<file path="src/rtl/cpu_defs.sv">
// Constants shared by the program-counter datapath: reset vector and PC source encodings.
package cpu_defs;

  localparam logic [7:0] RESET_VECTOR_L = 8'hFC;
  localparam logic [7:0] RESET_VECTOR_H = 8'hFF;

  localparam logic PC_SRC_LOOP = 1'b0;
  localparam logic PC_SRC_BUS  = 1'b1;

endpackage

</file>
<file path="src/rtl/pc_increment_if.sv">
// Sequencer-facing signals of the PC next-address logic; slave is the pc_increment side.
interface pc_increment_if;

  logic       RDY;
  logic [7:0] PCL_LOOP;
  logic [7:0] PCH_LOOP;
  logic [7:0] ADL_BUS;
  logic [7:0] ADH_BUS;
  logic       PCL_SEL_ADL;
  logic       PCH_SEL_ADH;
  logic       INC_PC;
  logic [7:0] PCL_DATA;
  logic [7:0] PCH_DATA;
  logic       CARRY_PENDING;
  logic       PAGE_CROSS;

  modport master (
    output RDY, PCL_LOOP, PCH_LOOP, ADL_BUS, ADH_BUS, PCL_SEL_ADL, PCH_SEL_ADH, INC_PC,
    input  PCL_DATA, PCH_DATA, CARRY_PENDING, PAGE_CROSS
  );

  modport slave (
    input  RDY, PCL_LOOP, PCH_LOOP, ADL_BUS, ADH_BUS, PCL_SEL_ADL, PCH_SEL_ADH, INC_PC,
    output PCL_DATA, PCH_DATA, CARRY_PENDING, PAGE_CROSS
  );

endinterface

</file>
<file path="src/rtl/inc8.sv">
// 8-bit incrementer: o_out = i_in + i_cin, o_cout set on wrap.
module inc8 (
  input  logic [7:0] i_in,
  input  logic       i_cin,
  output logic [7:0] o_out,
  output logic       o_cout
);

  assign {o_cout, o_out} = {1'b0, i_in} + {8'd0, i_cin};

endmodule

</file>
<file path="src/rtl/pc_increment.sv">
// PC next-address logic: source select, optional increment, registered PCL->PCH carry.
module pc_increment
  import cpu_defs::*;
#(
  parameter logic [7:0] RESET_PCL = RESET_VECTOR_L,
  parameter logic [7:0] RESET_PCH = RESET_VECTOR_H
) (
  input logic          CLK,
  input logic          RST_N,
  pc_increment_if.slave bus
);

  logic [7:0] w_src_l;
  logic [7:0] w_src_h;
  logic [7:0] w_sum_l;
  logic [7:0] w_sum_h;
  logic       w_cout_l;
  logic       w_unused_cout_h;
  logic       r_carry;
  logic       r_page_cross;

  assign w_src_l = (bus.PCL_SEL_ADL == PC_SRC_LOOP) ? bus.PCL_LOOP : bus.ADL_BUS;
  assign w_src_h = (bus.PCH_SEL_ADH == PC_SRC_BUS)  ? bus.ADH_BUS  : bus.PCH_LOOP;

  // Low-byte carry-out is exactly INC_PC & (src_l == FF).
  inc8 u_inc_l (
    .i_in   (w_src_l),
    .i_cin  (bus.INC_PC),
    .o_out  (w_sum_l),
    .o_cout (w_cout_l)
  );

  // High byte never generates a carry further up; PC simply wraps at FFFF.
  inc8 u_inc_h (
    .i_in   (w_src_h),
    .i_cin  (r_carry),
    .o_out  (w_sum_h),
    .o_cout (w_unused_cout_h)
  );

  always_comb begin
    bus.PCL_DATA = w_sum_l;
    bus.PCH_DATA = w_sum_h;
    if (!RST_N) begin
      bus.PCL_DATA = RESET_PCL;
      bus.PCH_DATA = RESET_PCH;
    end else if (!bus.RDY) begin
      bus.PCL_DATA = bus.PCL_LOOP;
      bus.PCH_DATA = bus.PCH_LOOP;
    end
  end

  // Hold keeps the pending carry but drops the page-cross pulse.
  always_ff @(posedge CLK) begin
    if (!RST_N) begin
      r_carry      <= 1'b0;
      r_page_cross <= 1'b0;
    end else if (bus.RDY) begin
      r_carry      <= w_cout_l;
      r_page_cross <= w_cout_l;
    end else begin
      r_page_cross <= 1'b0;
    end
  end

  assign bus.CARRY_PENDING = r_carry;
  assign bus.PAGE_CROSS    = r_page_cross;

endmodule

</file>
<file path="src/flat_wrapper.sv">
// flat-port wrapper written by rule: the top's interface ports become plain ports
module pc_increment_flat import cpu_defs::*;
#(
  parameter logic [7:0] RESET_PCL = RESET_VECTOR_L,
  parameter logic [7:0] RESET_PCH = RESET_VECTOR_H
)
  (CLK, RST_N, bus_RDY, bus_PCL_LOOP, bus_PCH_LOOP, bus_ADL_BUS, bus_ADH_BUS, bus_PCL_SEL_ADL, bus_PCH_SEL_ADH, bus_INC_PC, bus_PCL_DATA, bus_PCH_DATA, bus_CARRY_PENDING, bus_PAGE_CROSS);
  pc_increment_if bus_i ();
  input logic CLK;
  input logic RST_N;
  input wire logic [$bits(bus_i.RDY)-1:0] bus_RDY;
  input wire logic [$bits(bus_i.PCL_LOOP)-1:0] bus_PCL_LOOP;
  input wire logic [$bits(bus_i.PCH_LOOP)-1:0] bus_PCH_LOOP;
  input wire logic [$bits(bus_i.ADL_BUS)-1:0] bus_ADL_BUS;
  input wire logic [$bits(bus_i.ADH_BUS)-1:0] bus_ADH_BUS;
  input wire logic [$bits(bus_i.PCL_SEL_ADL)-1:0] bus_PCL_SEL_ADL;
  input wire logic [$bits(bus_i.PCH_SEL_ADH)-1:0] bus_PCH_SEL_ADH;
  input wire logic [$bits(bus_i.INC_PC)-1:0] bus_INC_PC;
  output wire logic [$bits(bus_i.PCL_DATA)-1:0] bus_PCL_DATA;
  output wire logic [$bits(bus_i.PCH_DATA)-1:0] bus_PCH_DATA;
  output wire logic [$bits(bus_i.CARRY_PENDING)-1:0] bus_CARRY_PENDING;
  output wire logic [$bits(bus_i.PAGE_CROSS)-1:0] bus_PAGE_CROSS;
  assign bus_i.RDY = bus_RDY;
  assign bus_i.PCL_LOOP = bus_PCL_LOOP;
  assign bus_i.PCH_LOOP = bus_PCH_LOOP;
  assign bus_i.ADL_BUS = bus_ADL_BUS;
  assign bus_i.ADH_BUS = bus_ADH_BUS;
  assign bus_i.PCL_SEL_ADL = bus_PCL_SEL_ADL;
  assign bus_i.PCH_SEL_ADH = bus_PCH_SEL_ADH;
  assign bus_i.INC_PC = bus_INC_PC;
  assign bus_PCL_DATA = bus_i.PCL_DATA;
  assign bus_PCH_DATA = bus_i.PCH_DATA;
  assign bus_CARRY_PENDING = bus_i.CARRY_PENDING;
  assign bus_PAGE_CROSS = bus_i.PAGE_CROSS;
  pc_increment #(.RESET_PCL(RESET_PCL), .RESET_PCH(RESET_PCH)) u_core (.CLK(CLK), .RST_N(RST_N), .bus(bus_i));
endmodule
</file>
<file path="config.mk">
export PLATFORM = sky130hd
export DESIGN_NAME = pc_increment_flat
export DESIGN_NICKNAME = d
export VERILOG_FILES = /design/src/rtl/cpu_defs.sv /design/src/rtl/pc_increment_if.sv /design/src/rtl/inc8.sv /design/src/rtl/pc_increment.sv /design/src/flat_wrapper.sv
export SDC_FILE = /design/constraint.sdc
export NUM_CORES = 1
export LEC_CHECK = 0
export CAP_MARGIN = 25
export CELL_PAD_IN_SITES_DETAIL_PLACEMENT = 1
export CELL_PAD_IN_SITES_GLOBAL_PLACEMENT = 2
export CORE_MARGIN = 2
export CORE_UTILIZATION = 18
export DETAILED_ROUTE_END_ITERATION = 8
export MAX_ROUTING_LAYER = met4
export PLACE_DENSITY_LB_ADDON = 0.1
export SYNTH_ARGS = -nofsm -noshare
export SYNTH_HDL_FRONTEND = slang
export SYNTH_HIERARCHICAL = 1
export SYNTH_SLANG_ARGS = --single-unit
</file>
<file path="constraint.sdc">
create_clock -name CLK -period 3.11 [get_ports CLK]
set_input_delay 0.622 -clock CLK [delete_from_list [all_inputs] [get_ports CLK]]
set_output_delay 0.622 -clock CLK [all_outputs]
set_load 0.03 [all_outputs]
</file>
==> summary.txt, run 1 <==
Global route
  – Global-route wire length before repair: 4215 µm
  – Initial antenna violation count: 0
  – Number of global-route vias before repair: 941
  – Remaining global-route overflow: 0
  – Pin count of the biggest net entering global routing: 19
  – Total GRT Usage: 10.75%

Critical path
  – Cell seen most often among critical-path stages: sky130_fd_sc_hd__nand2_1
  – Data arrival time of the worst path: 2.30 ns
  – Cell at the slowest stage of the critical path: sky130_fd_sc_hd__clkdlybuf4s50_1
  – Largest fanout of any net on the critical path: 3
  – Ordered list of cells on the worst path: clkdlybuf4s50_1 > mux2_2 > ha_1 > ha_2 > nand2_1 > xnor2_1 > mux2i_1 > nand2_1 > buf_4
  – Critical Setup Path Class: in2out
  – Critical path buffers and inverters: 2
  – Startpoint kind of the worst setup timing path: input port
  – CP max stage delay: 0.42 ns
  – Cell family with most CP delay: buffers and inverters
  – Endpoint class of the critical path: primary output
  – Crit path required time: 2.49 ns

Clock network
  – Inserted Clock Buffers: 3
  – Buffer depth of the longest clock path: 2
  – Clock tree from TritonCTS: yes
  – Clk sink count: 2
  – Setup fix buffers added after clock tree synthesis: 0
  – CTS Root Cell: sky130_fd_sc_hd__clkbuf_8
  – Clock transition at the registers of the reported paths: 0.03 ns
  – Clock H-tree levels: 1
  – Clock latency on the worst-skew pair: 0.21 ns

Drt
  – Routed length on met2: 1344 µm
  – DRC viols: 0
  – Via density per instance: 4.391
  – Total wire length after detailed routing: 2514 µm
  – Total length of routed met3 wires: 177 µm
  – Total number of vias: 887
  – WL met1: 978 µm
  – DRT antenna net count: 0
  – WL/cell: 12.45 µm
  – Top sig layer: met4
  – Length of the first detailed-routing pass in iterations: 2
  – Count of routing violations after the opening detailed-route iteration: 16

Synth
  – Net Count, Synth: 132
  – Mapped Avg Cell Area: 8.731 µm²
  – Post-synthesis instance area: 785.8 µm²
  – Cell count after synthesis: 90
  – Total of warnings raised by yosys: 6

Finish
  – Layout cells sized above 1: 36.00%
  – Antenna Diode Count: 0
  – Layout Nets: 194
  – Filler cell count: 521
  – Area delta synth->final: 85.35%
  – Number of non-filler instances in the completed layout: 202
  – Most common library cell in the layout ignoring fill and taps: sky130_fd_sc_hd__clkdlybuf4s50_1
  – Total area of multi-input combinational cells: 711.9 µm²
  – Storage cell area: 40.04 µm²
  – Commonest non-fill, non-tap cells in the layout: sky130_fd_sc_hd__clkdlybuf4s50_1 (37), sky130_fd_sc_hd__buf_4 (18), sky130_fd_sc_hd__mux2i_1 (17)

Flow run
  – Max_cap viols: 0

Pwr
  – Leakage power figure: 0.6528 nW
  – Internal Power: 0.0002218 W
  – Combinational fraction of design power: 62.2%
  – Switching pwr: 0.0001142 W
  – VDD IR max: 0.1073 mV
  – Clock network power share: 30.1%
  – Pwr Total: 0.0003360 W
  – Switching share of power: 33.99%
  – Power density normalized to cell area: 230.7 mW/mm²
  – Part of the power in registers: 7.7%

Placed design
  – Placed wire-length estimate after detailed placement: 2047 µm
  – Global placer's final weighted congestion: 0.7255
  – Number of placed instances with taps included: 199
  – Worst slack at placement: -0.03212 ns
  – Count of input and output buffers: 55

Timing
  – Unrepaired setup endpoints after global routing: false
  – Final worst-path cycle share: 93.93%
  – Period minus WS final: 2.921 ns
  – Timing-limited maximum frequency: 0.3423 GHz
  – Worst-Margin Slew: 0.6423 ns
  – Relative slew slack: 57.05%
  – Final WS setup: 0.1888 ns
  – Number of failing hold endpoints at the final stage: 0
  – Final setup violating endpoints: 0
  – Worst clock skew on the final layout: 0 ns
  – Slew Viols, Final: 0

Floorplanning
  – Row cnt: 24
  – Standard cell core area: 0.004264 mm²
  – Die Area: 0.004910 mm²
  – Vert. Die Dim: 70.07 µm
  – Io pins: 56
  – Chip Width: 70.07 µm
  – Initial standard-cell utilization of the core: 18.43%

Status
  – Result of the run: complete, no violations

Worst hold path
  – Worst hold-check path type: reg2reg
## final cells by class
type / instances / share of cell area, %
Clock buffer: 3 / 2.835
Timing Repair Buffer: 63 / 41.07
Sequential cell: 2 / 2.749
Multi-Input combinational cell: 82 / 48.88
Tap cell: 52 / 4.467
## path summary, 6_finish.rpt
kind / from / cells after the start / end / slack [ns]
setup / recovery: bus_PCH_LOOP[0] / 9 / bus_PCH_DATA[6] / 0.19
hold / removal: u_core/bus.CARRY_PENDING$_SDFFE_PN0P_ / 2 / u_core/bus.CARRY_PENDING$_SDFFE_PN0P_ / 0.55
setup reg to reg: u_core/bus.CARRY_PENDING$_SDFFE_PN0P_ / 2 / u_core/bus.CARRY_PENDING$_SDFFE_PN0P_ / 2.50
hold reg to reg: u_core/bus.CARRY_PENDING$_SDFFE_PN0P_ / 2 / u_core/bus.CARRY_PENDING$_SDFFE_PN0P_ / 0.55
## power groups by stage
stage          clock, W  combinational, W  sequential (W)
2_1_floorplan         0          0.000116       0.0000263
3_3_place_gp          0          0.000204       0.0000262
3_5_place_dp          0          0.000205       0.0000262
4_1_cts        0.000106          0.000207       0.0000259
5_1_grt        0.000109          0.000226       0.0000259
6_report       0.000101          0.000209       0.0000259
## per-stage QoR
step	cell area [µm²]	hold slack [ns]	util, %	setup TNS [ns]
2_1_floorplan	785.8	0.6550	-	0
3_3_place_gp	1370	0.5531	32.13	-0.08360
3_5_place_dp	1370	0.5483	32.13	-0.08313
4_1_cts	1420	0.5525	33.30	0
5_1_grt	1456	0.5821	34.15	0
6_report	1456	0.5467	34.15	0
## routing by layer
metal	up-vias	global-route usage [%]
met4	0	3.846
met1	409	11.22
met3	2	2.020
met2	33	20.00
met5	-	-
li1	443	-
## tightest hold or removal path, stage by stage (launching register included)
cell and delay (ns):
sky130_fd_sc_hd__dfxtp_1 0.31, sky130_fd_sc_hd__mux2i_1 0.12, sky130_fd_sc_hd__nor2b_1 0.05
## repair_timing
| action | in CTS | in global routing |
|---|---|---|
| hold buffers | 0 | 0 |
| resized for setup | 3 | 9 |
| endpoints found under the setup margin | 7 | 12 |
## sequential cells by signal, indices dropped and copies added (netlist names)
name / count
u_core/bus.PAGE_CROSS: 1
u_core/bus.CARRY_PENDING: 1
Power figures use the tool's default switching activity.
==> run 2, diff against run 1 <==
--- a/config.mk
+++ b/config.mk
@@ -8,6 +8,7 @@
 export CAP_MARGIN = 25
 export CELL_PAD_IN_SITES_DETAIL_PLACEMENT = 1
 export CELL_PAD_IN_SITES_GLOBAL_PLACEMENT = 2
+export CORE_ASPECT_RATIO = 1.2
 export CORE_MARGIN = 2
 export CORE_UTILIZATION = 18
 export DETAILED_ROUTE_END_ITERATION = 8
==> run 2 against run 1 <==
Effect of this change:
- final cell count is 2.0% higher
- combinational power hardly changed
- critical path depth is 1 lower
- setup slack better by 0.0040 ns
- clock power hardly changed
- critical endpoint is now bus_PCL_DATA[2]
- highest routed layer unchanged
- first-iteration DRC count is 50% lower
- routed wire length is 4.8% higher
==> summary.txt, run 2 (same netlist as run 1, synthesis figures left out) <==
Status
  – Result of the run: complete, no violations (unchanged)

Drt
  – Length of the first detailed-routing pass in iterations: 2 (unchanged)
  – DRC viols: 0 (unchanged)
  – Total wire length after detailed routing: 2635 µm (was 2514 µm)
  – Count of routing violations after the opening detailed-route iteration: 8 (was 16)
  – WL/cell: 12.79 µm (was 12.45 µm)
  – DRT antenna net count: 0 (unchanged)
  – Via density per instance: 4.393 (was 4.391)
  – Total number of vias: 905 (was 887)

Global route
  – Global-route wire length before repair: 4554 µm (was 4215 µm)
  – Remaining global-route overflow: 0 (unchanged)
  – Initial antenna violation count: 0 (unchanged)
  – Number of global-route vias before repair: 1005 (was 941)
  – Pin count of the biggest net entering global routing: 19 (unchanged)
  – Total GRT Usage: 11.63% (was 10.75%)

Pwr
  – Leakage power figure: 0.6455 nW (was 0.6528 nW)
  – Power density normalized to cell area: 233.3 mW/mm² (was 230.7 mW/mm²)
  – Pwr Total: 0.0003372 W (was 0.0003360 W)
  – VDD IR max: 0.1296 mV (was 0.1073 mV)

Timing
  – Final setup violating endpoints: 0 (unchanged)
  – Worst clock skew on the final layout: 0 ns (unchanged)
  – Number of failing hold endpoints at the final stage: 0 (unchanged)
  – Final worst-path cycle share: 93.80% (was 93.93%)
  – Timing-limited maximum frequency: 0.3428 GHz (was 0.3423 GHz)
  – Period minus WS final: 2.917 ns (was 2.921 ns)
  – Relative slew slack: 54.38% (was 57.05%)
  – Unrepaired setup endpoints after global routing: false (unchanged)
  – Slew Viols, Final: 0 (unchanged)
  – Worst-Margin Slew: 0.6822 ns (was 0.6423 ns)

Floorplanning
  – Chip Width: 64.32 µm (was 70.07 µm)
  – Io pins: 56 (unchanged)
  – Standard cell core area: 0.004229 mm² (was 0.004264 mm²)
  – Vert. Die Dim: 76.38 µm (was 70.07 µm)
  – Die Area: 0.004912 mm² (was 0.004910 mm²)
  – Row cnt: 26 (was 24)
  – Initial standard-cell utilization of the core: 18.58% (was 18.43%)

Critical path
  – Data arrival time of the worst path: 2.30 ns (about the same)
  – Crit path required time: 2.49 ns (about the same)
  – Cell family with most CP delay: buffers and inverters (unchanged)
  – Worst reg2reg endpoint: u_core/bus.CARRY_PENDING$_SDFFE_PN0P_ (unchanged)
  – Critical path buffers and inverters: 2 (unchanged)
  – Largest fanout of any net on the critical path: 4 (was 3)
  – Startpoint of the worst register-to-register path: u_core/bus.CARRY_PENDING$_SDFFE_PN0P_ (unchanged)
  – Critical Setup Path Class: in2out (unchanged)
  – CP max stage delay: 0.42 ns (about the same)
  – R2R cell count: 2 (unchanged)
  – Endpoint class of the critical path: primary output (unchanged)
  – Startpoint kind of the worst setup timing path: input port (unchanged)
  – Ordered list of cells on the worst path: clkdlybuf4s50_1 > mux2_2 > ha_1 > ha_2 > xor2_1 > mux2i_1 > nand2_1 > buf_6 (was clkdlybuf4s50_1 > mux2_2 > ha_1 > ha_2 > nand2_1 > xnor2_1 > mux2i_1 > nand2_1 > buf_4)
  – Cell at the slowest stage of the critical path: sky130_fd_sc_hd__clkdlybuf4s50_1 (unchanged)
  – Setup slack of the worst register-to-register path: 2.46 ns (was 2.50 ns)

Placed design
  – Count of input and output buffers: 55 (unchanged)
  – Global placer's final weighted congestion: 0.7617 (was 0.7255)
  – Number of placed instances with taps included: 203 (was 199)
  – Placed wire-length estimate after detailed placement: 2186 µm (was 2047 µm)

Finish
  – Layout Nets: 194 (unchanged)
  – Area delta synth->final: 83.92% (was 85.35%)
  – Number of non-filler instances in the completed layout: 206 (was 202)
  – Filler cell count: 510 (was 521)
  – Total area of multi-input combinational cells: 699.4 µm² (was 711.9 µm²)
  – Antenna Diode Count: 0 (unchanged)
  – Storage cell area: 40.04 µm² (unchanged)
  – Layout cells sized above 1: 35.33% (was 36.00%)
  – Most common library cell in the layout ignoring fill and taps: sky130_fd_sc_hd__clkdlybuf4s50_1 (unchanged)
  – Commonest non-fill, non-tap cells in the layout: sky130_fd_sc_hd__clkdlybuf4s50_1 (37), sky130_fd_sc_hd__buf_4 (18), sky130_fd_sc_hd__mux2i_1 (17) (unchanged)

Clock network
  – CTS Hold Bufs: 0 (unchanged)
  – Clock tree from TritonCTS: yes (unchanged)
  – Buffer depth of the longest clock path: 2 (unchanged)
  – Inserted Clock Buffers: 3 (unchanged)
  – CTS Root Cell: sky130_fd_sc_hd__clkbuf_8 (unchanged)
  – Clock latency on the worst-skew pair: 0.21 ns (about the same)
  – Clock H-tree levels: 1 (unchanged)
  – Clk sink count: 2 (unchanged)
  – Clock transition at the registers of the reported paths: 0.03 ns (about the same)

Worst hold path
  – Terminating pin of the worst hold path: u_core/bus.CARRY_PENDING$_SDFFE_PN0P_ (unchanged)
  – Launch instance of the worst min-delay path: u_core/bus.CARRY_PENDING$_SDFFE_PN0P_ (unchanged)
  – Worst hold stages: 2 (unchanged)
  – Worst hold-check path type: reg2reg (unchanged)

Flow run
  – Max_cap viols: 0 (unchanged)
## run 2: tightest hold or removal path: stages (launching register included)
cell and delay (ns):
sky130_fd_sc_hd__dfxtp_1 0.32, sky130_fd_sc_hd__mux2i_1 0.15, sky130_fd_sc_hd__nor2b_1 0.07
## run 2: how the worst max path moves through the flow
| stage | depth (start not counted) | start | to |
|---|---|---|---|
| floorplan | 6 | bus_PCL_SEL_ADL | bus_PCL_DATA[1] |
| global route | 8 | bus_PCL_LOOP[0] | bus_PCL_DATA[2] |
| global placement | 9 | bus_PCL_SEL_ADL | bus_PCL_DATA[4] |
| CTS | 9 | bus_PCH_SEL_ADH | bus_PCH_DATA[7] |
| detailed placement | 8 | bus_PCL_SEL_ADL | bus_PCL_DATA[2] |
| finish | 8 | bus_PCL_LOOP[0] | bus_PCL_DATA[2] |
## run 2: layout make-up
| cell class | count | area share, % |
|---|---|---|
| clock buffer | 3 | 2.857 |
| sequential | 2 | 2.771 |
| multi-input combinational | 82 | 48.40 |
| timing repair buffer | 63 | 41.13 |
| tap | 56 | 4.848 |
## run 2: report_power, final
| group | internal (W) | leakage, nW | switching [W] |
|---|---|---|---|
| sequential | 0.0000259 | 0.0161 | 0.0000000152 |
| clock | 0.0000820 | 0.0216 | 0.0000224 |
| combinational | 0.000113 | 0.608 | 0.0000941 |
## run 2: metal layers
layer	vias to the layer above	track usage, %	share of wire (%)
met1	423	11.82	38
met4	0	2.553	0.57
met3	2	1.477	5.8
met5	-	-	0
li1	444	-	-
met2	36	23.02	55
## run 2: stage by stage
step	hold slack [ns]	cell area (µm²)	setup WS (ns)	TNS (ns)	utilization [%]
6_report	0.5911	1445	0.1929	0	34.17
5_1_grt	0.6084	1445	0.03154	0	34.17
3_3_place_gp	0.5492	1375	-0.07706	-0.2011	32.51
4_1_cts	0.5912	1431	0.01406	0	33.85
2_1_floorplan	0.6550	785.8	0.3421	0	-
3_5_place_dp	0.5866	1375	-0.07499	-0.2180	32.51
## run 2: what timing repair did
item | 4_1_cts | 5_1_grt
setup buffers | 0 | 0
gates resized for setup | 6 | 4
setup endpoints to repair | 6 | 6
==> run 3, diff against run 2 <==
--- a/config.mk
+++ b/config.mk
@@ -11,6 +11,7 @@
 export CORE_ASPECT_RATIO = 1.2
 export CORE_MARGIN = 2
 export CORE_UTILIZATION = 18
+export CTS_CLUSTER_SIZE = 20
 export DETAILED_ROUTE_END_ITERATION = 8
 export MAX_ROUTING_LAYER = met4
 export PLACE_DENSITY_LB_ADDON = 0.1
==> results of run 3 <==
Final layout, timing and power as in run 2 (identical DEF).
==> edit (settings of run 1) <==
Reset style: asynchronous (`RST_N`), changed in one clocked block.
--- a/src/rtl/pc_increment.sv
+++ b/src/rtl/pc_increment.sv
@@ -51,7 +51,7 @@
   end
 
   // Hold keeps the pending carry but drops the page-cross pulse.
-  always_ff @(posedge CLK) begin
+  always_ff @(posedge CLK or negedge RST_N) begin
     if (!RST_N) begin
       r_carry      <= 1'b0;
       r_page_cross <= 1'b0;
Function: differs if RST_N is asserted again (counterexample within 4 cycles, from zero or initial values and one cycle with RST_N low); with RST_N held inactive, the same outputs for 10 cycles.
==> edit against run 1 <==
  * Synthesized area stayed put
  * Wire length is 3.1% higher
  * Worst setup slack better by 0.029 ns
  * Power is 0.25% lower
  * Sequential cell count stayed put
  * Final area is 0.69% lower
  * Final cell count stayed put
  * Highest routed layer is now met3
==> edit: results (changes against run 1) <==
metric,value,unit,change
status,completed,,
global-route wire length before repair,4330,µm,+2.8%
DR WL/cell,12.8,µm,+3.1%
clk buf depth,2,,unchanged
synthesized net count,130,,-1.5%
routability cong.,0.713,,-1.8%
All-Layer GR Usage,10.9,%,+0.11 points
crit-path max FO,3,,unchanged
crit path DAT,2.27,ns,-0.03 ns
Placement Cell Area,1380,µm²,+0.91%
total CTS buffers,3,,unchanged
number of global-route vias before repair,947,,+0.64%
Port Buffers,55,,unchanged
synth warn,6,,unchanged
pin count of the biggest net entering global routing,19,,unchanged
filler instances,495,,-5.0%
wire length on met3,157,µm,-11%
antenna violations before repair,0,,unchanged
final HPWL from detailed placement,2190,µm,+7.0%
First-pass DRT Iterations,2,,unchanged
Final #Nets,194,,unchanged
worst min-delay path class,reg -> reg,,
via count,879,,-0.90%
fraction of layout cells with a size suffix above 1,38.0,%,+2.0 points
Setup Skew,0,ns,unchanged
Top Layer Used,met3,,
footprint of the multi-input gates,699,µm²,-1.8%
met2 WL,1440,µm,+7.1%
Leakage,0.657,nW,+0.67%
antenna fix cells,0,,unchanged
met2 Use GR,21.7,%,+1.7 points
Syn Area/Cell,8.93,µm²,+2.3%
placed insts,199,,unchanged
Post-Route WL,2590,µm,+3.1%
ANT nets after route,0,,unchanged
Worst VDD drop,0.000104,V,-2.9%
Setup WS pre-CTS,-0.0277,ns,+0.00438 ns
initial DRC count,3,,-13
"Clk Latency, worst-skew pair",0.21,ns,about the same
clock slew at reported path FFs,0.03,ns,about the same
Rel. slew slack,76.3,%,+19 points
clk root buf,clkbuf_8,,
WL met1,995,µm,+1.7%
GR Layer Usage met1,11.7,%,+0.48 points
routing usage on met3,1.15,%,-0.87 points
Post-CTS Repair Setup Buffers,0,,unchanged
switching power,115,µW,+0.38%
H-tree depth,1,,unchanged
edit: layout make-up:
type / count / share of cell area (%)
Clock buffer: 3 / 2.85
Tap cell: 52 / 4.50
Timing Repair Buffer: 64 / 40.8
Sequential cell: 2 / 3.46
Multi-Input combinational cell: 81 / 48.4
edit: what timing repair did:
action                     in CTS  in global routing
pin swaps                       0                  0
setup endpoints to repair       2                 11
resized for setup               2                  6
edit: worst paths after layout:
check	cells past startpoint	slack, ns	startpoint	end
worst min register to register	1	0.55	u_core/bus.CARRY_PENDING$_DFFE_PN0P_	u_core/bus.CARRY_PENDING$_DFFE_PN0P_
max in group asynchronous	2	1.97	RST_N	u_core/bus.PAGE_CROSS$_DFF_PN0_
min in group asynchronous	2	1.01	RST_N	u_core/bus.CARRY_PENDING$_DFFE_PN0P_
worst min-delay path	1	0.55	u_core/bus.CARRY_PENDING$_DFFE_PN0P_	u_core/bus.CARRY_PENDING$_DFFE_PN0P_
worst max-delay path	9	0.22	bus_PCH_LOOP[0]	bus_PCH_DATA[4]
worst max register to register	1	2.34	u_core/bus.CARRY_PENDING$_DFFE_PN0P_	u_core/bus.CARRY_PENDING$_DFFE_PN0P_
edit: power by group through the flow:
stage | sequential (mW) | clock, mW | combinational (mW)
floorplan | 0.0267 | 0 | 0.115
global placement | 0.0266 | 0 | 0.206
detailed placement | 0.0266 | 0 | 0.209
CTS | 0.0263 | 0.103 | 0.210
global route | 0.0263 | 0.107 | 0.226
finish | 0.0263 | 0.101 | 0.208
edit: critical path: stages:
cell             delay (ns)
clkdlybuf4s50_1        0.47
mux2_2                 0.15
ha_2                   0.19
ha_2                   0.21
nand3_1                0.10
xnor2_1                0.13
mux2i_1                0.15
nand2_1                0.07
buf_4                  0.18
